<file path="src/rtl/m_sram16_pkg.sv">
// Shared types and helpers for the 16-bit async SRAM Wishbone controller.
package m_sram16_pkg;

  localparam int PHASE_W = 3;

  typedef enum logic [1:0] {S_IDLE, S_LO, S_HI, S_ACK} state_e;

  typedef struct packed {
    logic        we;
    logic [3:0]  sel;
    logic [31:0] dat;
  } wb_req_t;

  // Active-low {ub_n, lb_n} for one halfword phase; reads always enable both lanes.
  function automatic logic [1:0] lane_en_n(input logic we, input logic [1:0] sel_pair);
    return we ? ~sel_pair : 2'b00;
  endfunction

endpackage

</file>
<file path="src/rtl/m_sram16_waitcnt.sv">
// Loadable strobe-length down-counter; last is high once the count reaches zero.
module m_sram16_waitcnt
  import m_sram16_pkg::*;
(
  input  logic               clk,
  input  logic               rst_n,
  input  logic               load,
  input  logic               dec,
  input  logic [PHASE_W-1:0] load_val,
  output logic               last
);

  logic [PHASE_W-1:0] cnt_q;

  always_ff @(posedge clk) begin
    if (!rst_n)                      cnt_q <= '0;
    else if (load)                   cnt_q <= load_val;
    else if (dec && cnt_q != '0)     cnt_q <= cnt_q - PHASE_W'(1);
  end

  assign last = (cnt_q == '0);

endmodule

</file>
<file path="src/rtl/m_sram16_wbctrl.sv">
// Wishbone classic slave splitting 32-bit accesses into two 16-bit async SRAM phases.
// Define M_SRAM16_SKIPHALF_EN to skip write phases whose byte-select pair is zero.
module m_sram16_wbctrl
  import m_sram16_pkg::*;
#(
  parameter int SRAMADRWIDTH = 16,
  parameter int WAITSTATES   = 1
) (
  input  logic                    CLK_I,
  input  logic                    RST_I,
  input  logic                    CYC_I,
  input  logic                    STB_I,
  input  logic                    WE_I,
  input  logic [SRAMADRWIDTH-1:0] ADR_I,
  input  logic [3:0]              SEL_I,
  input  logic [31:0]             DAT_I,
  output logic [31:0]             DAT_O,
  output logic                    ACK_O,
  output logic [SRAMADRWIDTH:0]   sram_a,
  output logic [15:0]             sram_d_o,
  output logic                    sram_d_oe,
  input  logic [15:0]             sram_d_i,
  output logic                    sram_cs_n,
  output logic                    sram_oe_n,
  output logic                    sram_we_n,
  output logic                    sram_lb_n,
  output logic                    sram_ub_n
);

`ifdef M_SRAM16_SKIPHALF_EN
  localparam bit SKIP_EN = 1'b1;
`else
  localparam bit SKIP_EN = 1'b0;
`endif
  localparam logic [PHASE_W-1:0] WS = PHASE_W'(WAITSTATES);

  state_e                  state_q, state_d;
  logic                    strb_q, strb_d;
  logic [SRAMADRWIDTH-1:0] adr_q, adr_n;
  wb_req_t                 req_q, req_n;
  logic                    accept;
  logic                    cnt_load, cnt_dec, cnt_last;
  logic                    in_phase, phase_hi, wr_stb;
  logic [1:0]              sel_pair, lane_n;

  assign accept = (state_q == S_IDLE) && CYC_I && STB_I;
  // Outputs are registered from next-state, so the accepting edge must see the live bus.
  assign adr_n  = accept ? ADR_I : adr_q;
  assign req_n  = accept ? wb_req_t'{we: WE_I, sel: SEL_I, dat: DAT_I} : req_q;

  m_sram16_waitcnt u_waitcnt (
    .clk      (CLK_I),
    .rst_n    (RST_I),
    .load     (cnt_load),
    .dec      (cnt_dec),
    .load_val (WS),
    .last     (cnt_last)
  );

  always_comb begin
    state_d  = state_q;
    strb_d   = strb_q;
    cnt_load = 1'b0;
    cnt_dec  = 1'b0;
    case (state_q)
      S_IDLE: if (accept) begin
        strb_d = 1'b0;
        if (SKIP_EN && WE_I && SEL_I[1:0] == 2'b00)
          state_d = (SEL_I[3:2] == 2'b00) ? S_ACK : S_HI;
        else
          state_d = S_LO;
      end
      S_LO: begin
        if (!strb_q) begin
          strb_d   = 1'b1;
          cnt_load = 1'b1;
        end else if (cnt_last) begin
          strb_d  = 1'b0;
          state_d = (SKIP_EN && req_q.we && req_q.sel[3:2] == 2'b00) ? S_ACK : S_HI;
        end else begin
          cnt_dec = 1'b1;
        end
      end
      S_HI: begin
        if (!strb_q) begin
          strb_d   = 1'b1;
          cnt_load = 1'b1;
        end else if (cnt_last) begin
          strb_d  = 1'b0;
          state_d = S_ACK;
        end else begin
          cnt_dec = 1'b1;
        end
      end
      S_ACK: begin
        strb_d  = 1'b0;
        state_d = S_IDLE;
      end
      default: state_d = S_IDLE;
    endcase
    if (state_q != S_IDLE && !CYC_I) begin
      state_d  = S_IDLE;
      strb_d   = 1'b0;
      cnt_load = 1'b0;
      cnt_dec  = 1'b0;
    end
  end

  assign in_phase = (state_d == S_LO) || (state_d == S_HI);
  assign phase_hi = (state_d == S_HI);
  assign sel_pair = phase_hi ? req_n.sel[3:2] : req_n.sel[1:0];
  assign lane_n   = lane_en_n(req_n.we, sel_pair);
  assign wr_stb   = in_phase && strb_d && req_n.we;

  always_ff @(posedge CLK_I) begin
    if (!RST_I) begin
      state_q   <= S_IDLE;
      strb_q    <= 1'b0;
      adr_q     <= '0;
      req_q     <= '0;
      ACK_O     <= 1'b0;
      DAT_O     <= '0;
      sram_a    <= '0;
      sram_d_o  <= '0;
      sram_d_oe <= 1'b0;
      sram_cs_n <= 1'b1;
      sram_oe_n <= 1'b1;
      sram_we_n <= 1'b1;
      sram_lb_n <= 1'b1;
      sram_ub_n <= 1'b1;
    end else begin
      state_q   <= state_d;
      strb_q    <= strb_d;
      adr_q     <= adr_n;
      req_q     <= req_n;
      ACK_O     <= (state_d == S_ACK);
      sram_cs_n <= !in_phase;
      sram_oe_n <= !(in_phase && strb_d && !req_n.we);
      sram_we_n <= !(wr_stb && (|sel_pair));
      sram_d_oe <= wr_stb;
      {sram_ub_n, sram_lb_n} <= in_phase ? lane_n : 2'b11;
      // Address and data hold through ACK/IDLE so nothing moves after the last strobe.
      if (in_phase) begin
        sram_a   <= {adr_n, phase_hi};
        sram_d_o <= phase_hi ? req_n.dat[31:16] : req_n.dat[15:0];
      end
      if (CYC_I && strb_q && cnt_last && !req_q.we) begin
        if (state_q == S_LO) DAT_O[15:0]  <= sram_d_i;
        if (state_q == S_HI) DAT_O[31:16] <= sram_d_i;
      end
    end
  end

endmodule

</file>
<file path="config.mk">
export PLATFORM = sky130hd
export DESIGN_NAME = m_sram16_wbctrl
export DESIGN_NICKNAME = d
export VERILOG_FILES = /design/src/rtl/m_sram16_pkg.sv /design/src/rtl/m_sram16_waitcnt.sv /design/src/rtl/m_sram16_wbctrl.sv
export SDC_FILE = /design/constraint.sdc
export NUM_CORES = 1
export LEC_CHECK = 0
export CAP_MARGIN = 25
export CORE_MARGIN = 3
export CORE_UTILIZATION = 43
export CTS_CLUSTER_SIZE = 16
export DETAILED_ROUTE_END_ITERATION = 16
export MAX_ROUTING_LAYER = met4
export PLACE_DENSITY = 0.72
export SYNTH_ARGS = -nofsm -noshare
export SYNTH_HDL_FRONTEND = slang
export SYNTH_HIERARCHICAL = 1
export SYNTH_SLANG_ARGS = --single-unit
export TNS_END_PERCENT = 100
</file>
<file path="constraint.sdc">
create_clock -name CLK_I -period 2.7 [get_ports CLK_I]
set_input_delay 0.27 -clock CLK_I [delete_from_list [all_inputs] [get_ports CLK_I]]
set_output_delay 0.27 -clock CLK_I [all_outputs]
set_load 0.02 [all_outputs]
</file>
Word level (Yosys, flattened, before mapping)
Cells that the tools add are included.
{ "word_totals": {"out_inout_bits": 72, "regBits": 131, "inputBits": 73, "wordCells": 82} }
{ "classes": {"reduce_logical": 29, "add_sub_neg": 1, "n_mux": 25, "bitwise_logic": 2, "eq_ne": 6} }
{ "op_table": {"columns": ["cell", "n"], "rows": [
  ["$mux W37", 1],
  ["$mux W16", 2],
  ["$mux W2", 8],
  ["$mux W1", 12],
  ["$logic_and A1 B1 Y1", 11],
  ["$eq A2 B2 Y1 const B", 4],
  ["$pmux W2 S4", 1],
  ["$logic_not A1 Y1", 6],
  ["$reduce_and A2 Y1", 3],
  ["$reduce_or A2 Y1", 3],
  ["$eq A2 B1 Y1 const B", 2],
  ["$reduce_bool A2 Y1", 2],
  ["$logic_not A3 Y1", 1],
  ["$pmux W1 S3", 1],
  ["$reduce_bool A3 Y1", 1],
  ["$sub A3 B1 Y3 const B", 1],
  ["$logic_not A2 Y1", 1],
  ["$not A2 Y2", 1],
  ["$logic_or A1 B1 Y1", 1],
  ["$not A1 Y1", 1]
]} }

Longest topological paths before layout
Gate-level depths: netlist (run 1).
{ "depth": {"ltp_word": 12, "depth_mapped": 13} }

Cells and area by module
Netlist (run 1), hierarchy kept.
{ "modules_own_cells": {"columns": ["module", "instances", "cells_each", "area_per_inst_um2"], "rows": [
  ["m_sram16_wbctrl", 1, 516, 5127.4],
  ["m_sram16_waitcnt", 1, 21, 185.2]
]} }

Worst setup path after synthesis (run 1)
No wires, ideal clock.
{ "synth_path": {"kind": "register -> register", "start": "register u_waitcnt.cnt_q[0]", "end": "register sram_we_n", "setup_slack_ns": 0.144, "path_stages_with_launch": 12, "arrival_time_ns": 2.431, "required_time_ns": 2.575, "cell_sequence": "dfxtp_1 -> inv_1 -> ha_1 -> ha_1 -> and2_1 -> o22ai_1 -> a221oi_1 -> ha_1 -> buf_2 -> buf_2 -> mux2i_1 -> o21ai_1"} }
{ "synth_via": {"elab_chain_cells": 11, "elab_cells_between_ends": 20, "classes_between": "eq/ne: 2; mux: 11; reduce/logical: 7"} }
{ "synth_rtl": {"columns": ["item", "line_no", "rtl"], "rows": [
  ["start, declared", "m_sram16_waitcnt.sv:13", "logic [PHASE_W-1:0] cnt_q;"],
  ["start signal, assigned", "m_sram16_waitcnt.sv:17", "else if (load) cnt_q <= load_val;"],
  ["start signal, assigned", "m_sram16_waitcnt.sv:18", "else if (dec && cnt_q != '0) cnt_q <= cnt_q - PHASE_W'(1);"],
  ["$logic_not A3 Y1 (*)", "m_sram16_waitcnt.sv:21", "assign last = (cnt_q == '0);"],
  ["via cnt_last", "m_sram16_wbctrl.sv:42", "logic cnt_load, cnt_dec, cnt_last;"],
  ["$mux W2, on equally long branches", "m_sram16_wbctrl.sv:88, m_sram16_wbctrl.sv:77", null],
  ["$mux W2, on equally long branches", "m_sram16_wbctrl.sv:85, m_sram16_wbctrl.sv:74", null],
  ["$pmux W2 S4 (*)", "m_sram16_wbctrl.sv:65", "case (state_q)"],
  ["$mux W2 (*)", "m_sram16_wbctrl.sv:101", "if (state_q != S_IDLE && !CYC_I) begin"],
  ["via state_d[1]", "m_sram16_wbctrl.sv:37", "state_e state_q, state_d;"],
  ["$eq A2 B2 Y1 (*)", "m_sram16_wbctrl.sv:110", "assign phase_hi = (state_d == S_HI);"],
  ["via phase_hi", "m_sram16_wbctrl.sv:43", "logic in_phase, phase_hi, wr_stb;"],
  ["$logic_or A1 B1 Y1", "m_sram16_wbctrl.sv:109", "assign in_phase = (state_d == S_LO) || (state_d == S_HI);"],
  ["$logic_and A1 B1 Y1 (2 in series)", "m_sram16_wbctrl.sv:113", "assign wr_stb = in_phase && strb_d && req_n.we;"],
  ["$logic_and A1 B1 Y1 (*)", "m_sram16_wbctrl.sv:139", "sram_we_n <= !(wr_stb && (|sel_pair));"],
  ["$logic_not A1 Y1 (*)", "m_sram16_wbctrl.sv:139", null],
  ["end signal, assigned", "m_sram16_wbctrl.sv:139", null],
  ["end, declared", "m_sram16_wbctrl.sv:25", "output logic sram_we_n,"]
]} }
Mark *: on every way through the listed nets, which the timed path passes. The rest lies on a longest branch.
A chain may end at the register's enable or synchronous reset.

Worst setup path in the final report (run 1)
{ "layout_path": {"start": "register u_waitcnt.cnt_q[0]", "end": "register sram_d_o[5]"} }
{ "layout_via": {"elab_chain_cells": 7, "elab_cells_between_ends": 11, "classes_between": "eq/ne: 2; mux: 7; reduce/logical: 2"} }
{ "layout_rtl": {"columns": ["item", "line_no", "rtl"], "rows": [
  ["$logic_not A3 Y1 (*)", "m_sram16_waitcnt.sv:21", null],
  ["via cnt_last", "m_sram16_wbctrl.sv:42", null],
  ["$mux W2, on equally long branches", "m_sram16_wbctrl.sv:88, m_sram16_wbctrl.sv:77", null],
  ["$mux W2, on equally long branches", "m_sram16_wbctrl.sv:85, m_sram16_wbctrl.sv:74", null],
  ["$pmux W2 S4 (*)", "m_sram16_wbctrl.sv:65", null],
  ["$mux W2 (*)", "m_sram16_wbctrl.sv:101", null],
  ["via state_d[1]", "m_sram16_wbctrl.sv:37", null],
  ["$eq A2 B2 Y1 (*)", "m_sram16_wbctrl.sv:110", null],
  ["via phase_hi", "m_sram16_wbctrl.sv:43", null],
  ["$mux W16 or $logic_or A1 B1 Y1 (tied branches)", "m_sram16_wbctrl.sv:145, m_sram16_wbctrl.sv:109", null],
  ["end signal, assigned", "m_sram16_wbctrl.sv:145", "sram_d_o <= phase_hi ? req_n.dat[31:16] : req_n.dat[15:0];"],
  ["end, declared", "m_sram16_wbctrl.sv:20", "output logic [15:0] sram_d_o,"]
]} }
Marked as above.

==> metrics, run 1 <==
Cells after DPL a little over 800; Worst-Margin Slew roughly 720 ps; Hold Path Class primary input to register; setup TNS 0 ps; Die Span Y between 100 and 150 µm; R2R Setup Slk roughly 240 ps; initial antenna violation count 1; Setup-failing EPs final 0; GPL Wtd Cong ~0.8; Initial Util 45.2%; dpl hpwl just under 9000 µm; kind of critical path register to register; gr usage total 19.5%; Synth area leader dfxtp_1; endpoints failing hold 0; clk_skew approximately 4.7 ps; Worst R2R Start u_waitcnt/cnt_q[0]; post-detailed-routing wire length 12700 µm; period utilization about 91%; # clock sinks 131; clock-pin slew on the worst setup and hold paths around 60 ps; post-route antenna net violation count 0; Hold-fix buffers, CTS 0; cells after synthesis approximately 540; Reg-to-Reg End sram_d_o[5]; Area growth, synth to finish 42.8%; Worst Setup End Kind register; arrival time worst endpoint 2820 ps; max-cap violations 0; TritonCTS clock tree done; P_leak between 3 and 4 nW; final-stage net count around 760; fin cells 855; layout cell share with drive strength beyond 1 7.25%; Cell Pwr Density ~670 nW/µm²; Post-synth top cells 131 x dfxtp_1, 87 x nand2_1, 72 x mux2i_1; Reg2Reg Depth 10; CTS max path bufs 2; drt drc 0; maximum vdd drop just over 500 µV; Distinct cells, synth 36; sequential fraction of the synthesis area 49.4%; Post-synth ARST share 0%; number of H-tree branching levels 4; first-pass iteration count of the detailed router 4; Top FF cell, synth dfxtp_1; worst path required time slightly above 3000 ps; Max-slew headroom between 50% and 60%; Core Rows 39; number of global-route vias before repair approximately 4200; Post-Syn Area ~5300 µm²; hold path depth 3; leading post-synthesis cells by cell area dfxtp_1 49%, mux2i_1 14%, nand2_1 6.1%; WL per Instance between 10 and 15 µm; Overflow after GRT 0; min-delay src RST_I; via count ~4100; full die area 13700 µm²; # fillers between 900 and 1000; clk root buf clkbuf_16; CP Launch Point u_waitcnt/cnt_q[0]; max-slew violations 0; Worst Path Max Fanout 7; synthesized flop and latch total 131; syn_area_per_cell between 9 and 10 µm²; crit path capture sram_d_o[5]; number of synthesized flops with an enable pin 0; f_max a little over 400 MHz; Die Width about 120 µm; Critical Path Source Type register; IO buf count about 140; clk_lat worst skew roughly 400 ps; DRT iter0 DRCs 219; CTS Buf Count 17; Final Critical Period 2460 ps; share of the synthesized area in the top cell type 49.4%; pin count of the biggest net entering global routing 50; drt via density 4.79; dominant cell by count in the synthesized netlist dfxtp_1; Core Region approximately 12000 µm²; run status finished, final reports clean; I/O pin total approximately 150; global-route wire length before repair about 20000 µm; Yosys warning count 6; RSZ-0062 raised after global routing no
## worst min path at each step
stage,endpoint,slack (ps)
final,u_waitcnt/cnt_q[0],400
after global placement,DAT_O[23],440
after floorplan,DAT_O[23],400
after detailed placement,DAT_O[7],450
after CTS,u_waitcnt/cnt_q[0],390
after global routing,DAT_O[2],430
## placed cells by master (no fill, tap or decap), types with 2 or more instances in the layout
cell type          n
a21boi_0          33
a21boi_1           2
a21o_1            18
a22oi_1            2
and2_1            19
and2b_1           30
and3_1            18
buf_12             4
buf_4              8
bufinv_16          5
clkbuf_16         17
clkbuf_8           5
clkdlybuf4s50_1  143
clkinv_2           5
conb_1             3
dfxtp_1          131
ha_1               8
inv_1              8
mux2i_1           72
nand2_1           87
nand3_1            3
nand3b_1           2
nor2_1             3
nor2b_1           28
o211ai_1           2
o21ai_0           18
o21ai_1            4
## report_power, final
group	internal, mW	switching [mW]	total [mW]	leakage, nW
clock	1.75	0.798	2.55	0.336
combinational	0.280	0.243	0.523	1.92
sequential	2.01	0.0279	2.03	1.06
total	4.04	1.07	5.11	3.32
## per-stage QoR
step,setup WS [ps],power [mW],utilization (%),instance area (µm²),hold slack [ps]
2_1_floorplan,144,2.36,-,5320,405
3_3_place_gp,249,2.58,58.7,6900,439
3_5_place_dp,136,2.60,58.7,6900,451
4_1_cts,131,5.15,64.4,7570,393
5_1_grt,11.5,5.29,64.5,7590,429
6_report,238,5.11,64.5,7590,401
## logic make-up after synthesis
kind of cell / Yosys count / share of synthesized area (%)
AOI/OAI and AO/OA: 84 / 10.8
xor gates and xnor gates: 1 / 0.165
adders and majority gates: 8 / 1.88
buffers and inverters: 44 / 4.38
DFF: 131 / 49.4
muxes: 72 / 13.6
other: 2 / 0.141
and+or+nand+nor: 195 / 19.7
## state kept, by name, summed over array words and instances (netlist names)
name             count
adr_q               16
sram_oe_n            1
sram_we_n            1
sram_ub_n            1
sram_lb_n            1
state_q              2
sram_a              17
ACK_O                1
sram_cs_n            1
sram_d_o            16
strb_q               1
DAT_O               32
u_waitcnt/cnt_q      3
sram_d_oe            1
req_q               37
## worst max-delay path, cell delays in order (launching register included)
cell and delay, ps:
dfxtp_1 310, inv_1 60, ha_1 150, ha_1 220
and2_1 210, o22ai_1 110, a221oi_2 350, ha_1 420
buf_4 250, mux2i_1 210, a21o_1 120
## timing repair
action,in CTS,in global routing
endpoints found under the setup margin,0,21
resized for setup,0,3
buffers inserted,0,0
## metal layers
layer | wire [µm] | global-route usage (%) | vias up
li1 | - | - | 2071
met1 | 5490 | 22.0 | 1918
met2 | 6470 | 33.1 | 91
met3 | 530 | 4.32 | 15
met4 | 228 | 8.87 | 0
met5 | 0 | - | -
## cell type report
type | instances | area, µm² | share of cell area [%]
clock buffer | 22 | 494 | 6.51
antenna | 1 | 2.50 | 0.0330
tap | 164 | 205 | 2.70
inverter | 8 | 30.0 | 0.396
timing repair buffer | 156 | 1580 | 20.8
clock inverter | 10 | 175 | 2.31
sequential | 131 | 2620 | 34.6
multi-input combinational | 363 | 2480 | 32.7
No activity file was read; power rests on OpenSTA's default activity.
==> run 2, diff against run 1 <==
--- a/config.mk
+++ b/config.mk
@@ -12,6 +12,7 @@
 export DETAILED_ROUTE_END_ITERATION = 16
 export MAX_ROUTING_LAYER = met4
 export PLACE_DENSITY = 0.72
+export RECOVER_POWER = 100
 export SYNTH_ARGS = -nofsm -noshare
 export SYNTH_HDL_FRONTEND = slang
 export SYNTH_HIERARCHICAL = 1
==> metrics, run 2 (same netlist as run 1, synthesis figures left out) <==
Core Region 11800 µm² (unchanged); max-cap violations 0 (unchanged); endpoints failing hold 0 (unchanged); setup TNS 0 ps (unchanged); initial antenna violation count 1 (unchanged); sw frac 21.0% (+0.043 points); Setup-failing EPs final 0 (unchanged); critical path's slowest cell ha_1; full die area 13700 µm² (unchanged); f_max 406 MHz (about the same); gr usage total 19.5% (unchanged); CP Launch Point u_waitcnt/cnt_q[0]; via count 4098 (+0.073%); final-stage net count 758 (unchanged); Hold Path Class primary input to register; drt drc 0 (unchanged); Top Registers req_q (37), DAT_O (32), sram_a (17); number of H-tree branching levels 4 (unchanged); Clk pwr share 50.0% (about the same); Overflow after GRT 0 (unchanged); Reg with most FFs req_q; crit path capture sram_d_o[5]; GPL Wtd Cong 0.803 (unchanged); WL per Instance 14.9 µm (-0.20%); clk root buf clkbuf_16; first-pass iteration count of the detailed router 4 (unchanged); CTS Buf Count 17 (unchanged); clk_lat worst skew 410 ps (about the same); Final Critical Period 2460 ps (+0.463 ps); R2R Setup Slk 240 ps (about the same); setup bufs post-CTS 0 (unchanged); max-slew violations 0 (unchanged); max FFs per register 37 (unchanged); Worst path most repeated cell ha_1; worst path required time 3060 ps (about the same); period utilization 91.2% (about the same); Die Width 117 µm (unchanged); worst stage delay on the critical path 420 ps (about the same); post-detailed-routing wire length 12700 µm (-0.20%); clock-pin slew on the worst setup and hold paths 60 ps (about the same); Cell Chain, Critical Path inv_1 -> ha_1 -> ha_1 -> and2_1 -> o22ai_1 -> a221oi_2 -> ha_1 -> buf_4 -> mux2i_1 -> a21o_1; pin count of the biggest net entering global routing 50 (unchanged); Die Span Y 117 µm (unchanged); Reg2Reg Depth 10 (unchanged); Critical Path Source Type register; Worst Path Max Fanout 7 (unchanged); run status finished, final reports clean; Reg-to-Reg End sram_d_o[5]; global-route wire length before repair 20200 µm (unchanged); most common cell after layout, fill and taps aside dfxtp_1; layout cell share with drive strength beyond 1 7.25% (unchanged); maximum vdd drop 515 µV (about the same); Worst Setup End Kind register; number of global-route vias before repair 4171 (unchanged); Worst R2R Start u_waitcnt/cnt_q[0]; RSZ-0062 raised after global routing no; P_leak 3.54 nW (+6.6%); # clock sinks 131 (unchanged); clk_skew 4.61 ps (-0.0867 ps); Worst-Margin Slew 725 ps (+3.55 ps); kind of critical path register to register; I/O pin total 145 (unchanged); Seq pwr share 39.9% (about the same); DRT iter0 DRCs 216 (-1.4%); Logic pwr share 10.1% (about the same); Int Power 4.03 mW (-0.23%); P_sw 1.07 mW (about the same); IO buf count 144 (unchanged); Area growth, synth to finish 42.8% (unchanged); Power, Total 5.10 mW (-0.18%); # fillers 961 (unchanged); Initial Util 45.2% (unchanged); arrival time worst endpoint 2820 ps (about the same); dpl hpwl 8840 µm (unchanged); drt via density 4.79 (about the same); CTS max path bufs 2 (unchanged); Core Rows 39 (unchanged); Cell Pwr Density 672 nW/µm² (-0.18%); most frequent cells in the layout 131 x dfxtp_1, 87 x nand2_1, 72 x mux2i_1, 72 x dlygate4sd3_1, 71 x clkdlybuf4s50_1; TritonCTS clock tree done; Max-slew headroom 51.5% (-0.24 points); post-route antenna net violation count 0 (unchanged)
==> run 2: cell count changes in the layout (fill, tap and decap cells not counted), sizes merged <==
cell           delta
clkdlybuf4s50    -72
dlygate4sd3      +72
==> run 2: what timing repair did <==
| item | 4_1_cts | 5_1_grt |
|---|---|---|
| hold buffers | 0 | 0 |
| gates resized for setup | 0 | 3 |
| endpoints found under the hold margin | 0 | 0 |
| setup endpoints to repair | 0 | 21 |
==> run 2: power by group through the flow <==
| stage | clock [mW] | sequential [mW] | combinational (mW) |
|---|---|---|---|
| final | 2.55 | 2.03 | 0.514 |
| after global routing | 2.68 | 2.04 | 0.562 |
| after CTS | 2.59 | 2.04 | 0.526 |
| after detailed placement | 0 | 2.08 | 0.521 |
| after global placement | 0 | 2.07 | 0.509 |
| after floorplan | 0 | 2.10 | 0.264 |
==> run 2: through the flow <==
step                      cells  utilization [%]  hold WS [ps]  setup WS [ps]  instance area, µm²
after floorplan             538                -           405            144                5320
after global placement      822             58.7           439            249                6900
after detailed placement    822             58.7           451            136                6900
after CTS                   854             64.4           393            131                7570
after global routing        855             64.5           429           11.5                7590
final                       855             64.5           401            238                7590
==> run 2: worst max-delay path: cells and delay by family, from the launching register on <==
| family | cells | cell delay (ps) |
|---|---|---|
| AOI/OAI and AO/OA | 3 | 580 |
| adders and majority gates | 3 | 790 |
| buffers and inverters | 2 | 310 |
| DFF | 1 | 310 |
| muxes | 1 | 210 |
| and+or+nand+nor | 1 | 210 |
==> run 2: layout make-up <==
type | count | area, µm² | share of cell area [%]
timing repair buffer | 156 | 1580 | 20.8
sequential | 131 | 2620 | 34.6
clock buffer | 22 | 494 | 6.51
antenna | 1 | 2.50 | 0.0330
tap | 164 | 205 | 2.70
clock inverter | 10 | 175 | 2.31
inverter | 8 | 30.0 | 0.396
multi-input combinational | 363 | 2480 | 32.7
==> run 2: worst min-delay path by stage <==
stage	startpoint	endpoint	slack, ps	cells after the start
global route	RST_I	DAT_O[2]	430	2
detailed placement	DAT_O[7]	DAT_O[7]	450	2
global placement	DAT_O[23]	DAT_O[23]	440	2
CTS	RST_I	u_waitcnt/cnt_q[0]	390	3
floorplan	sram_d_i[7]	DAT_O[23]	400	2
finish	RST_I	u_waitcnt/cnt_q[0]	400	3
==> run 2: metal layers <==
layer  wire length (µm)  global-route usage [%]
met3                524                    4.32
met5                  0                       -
met4                228                    8.87
met2               6470                    33.1
met1               5470                    22.0
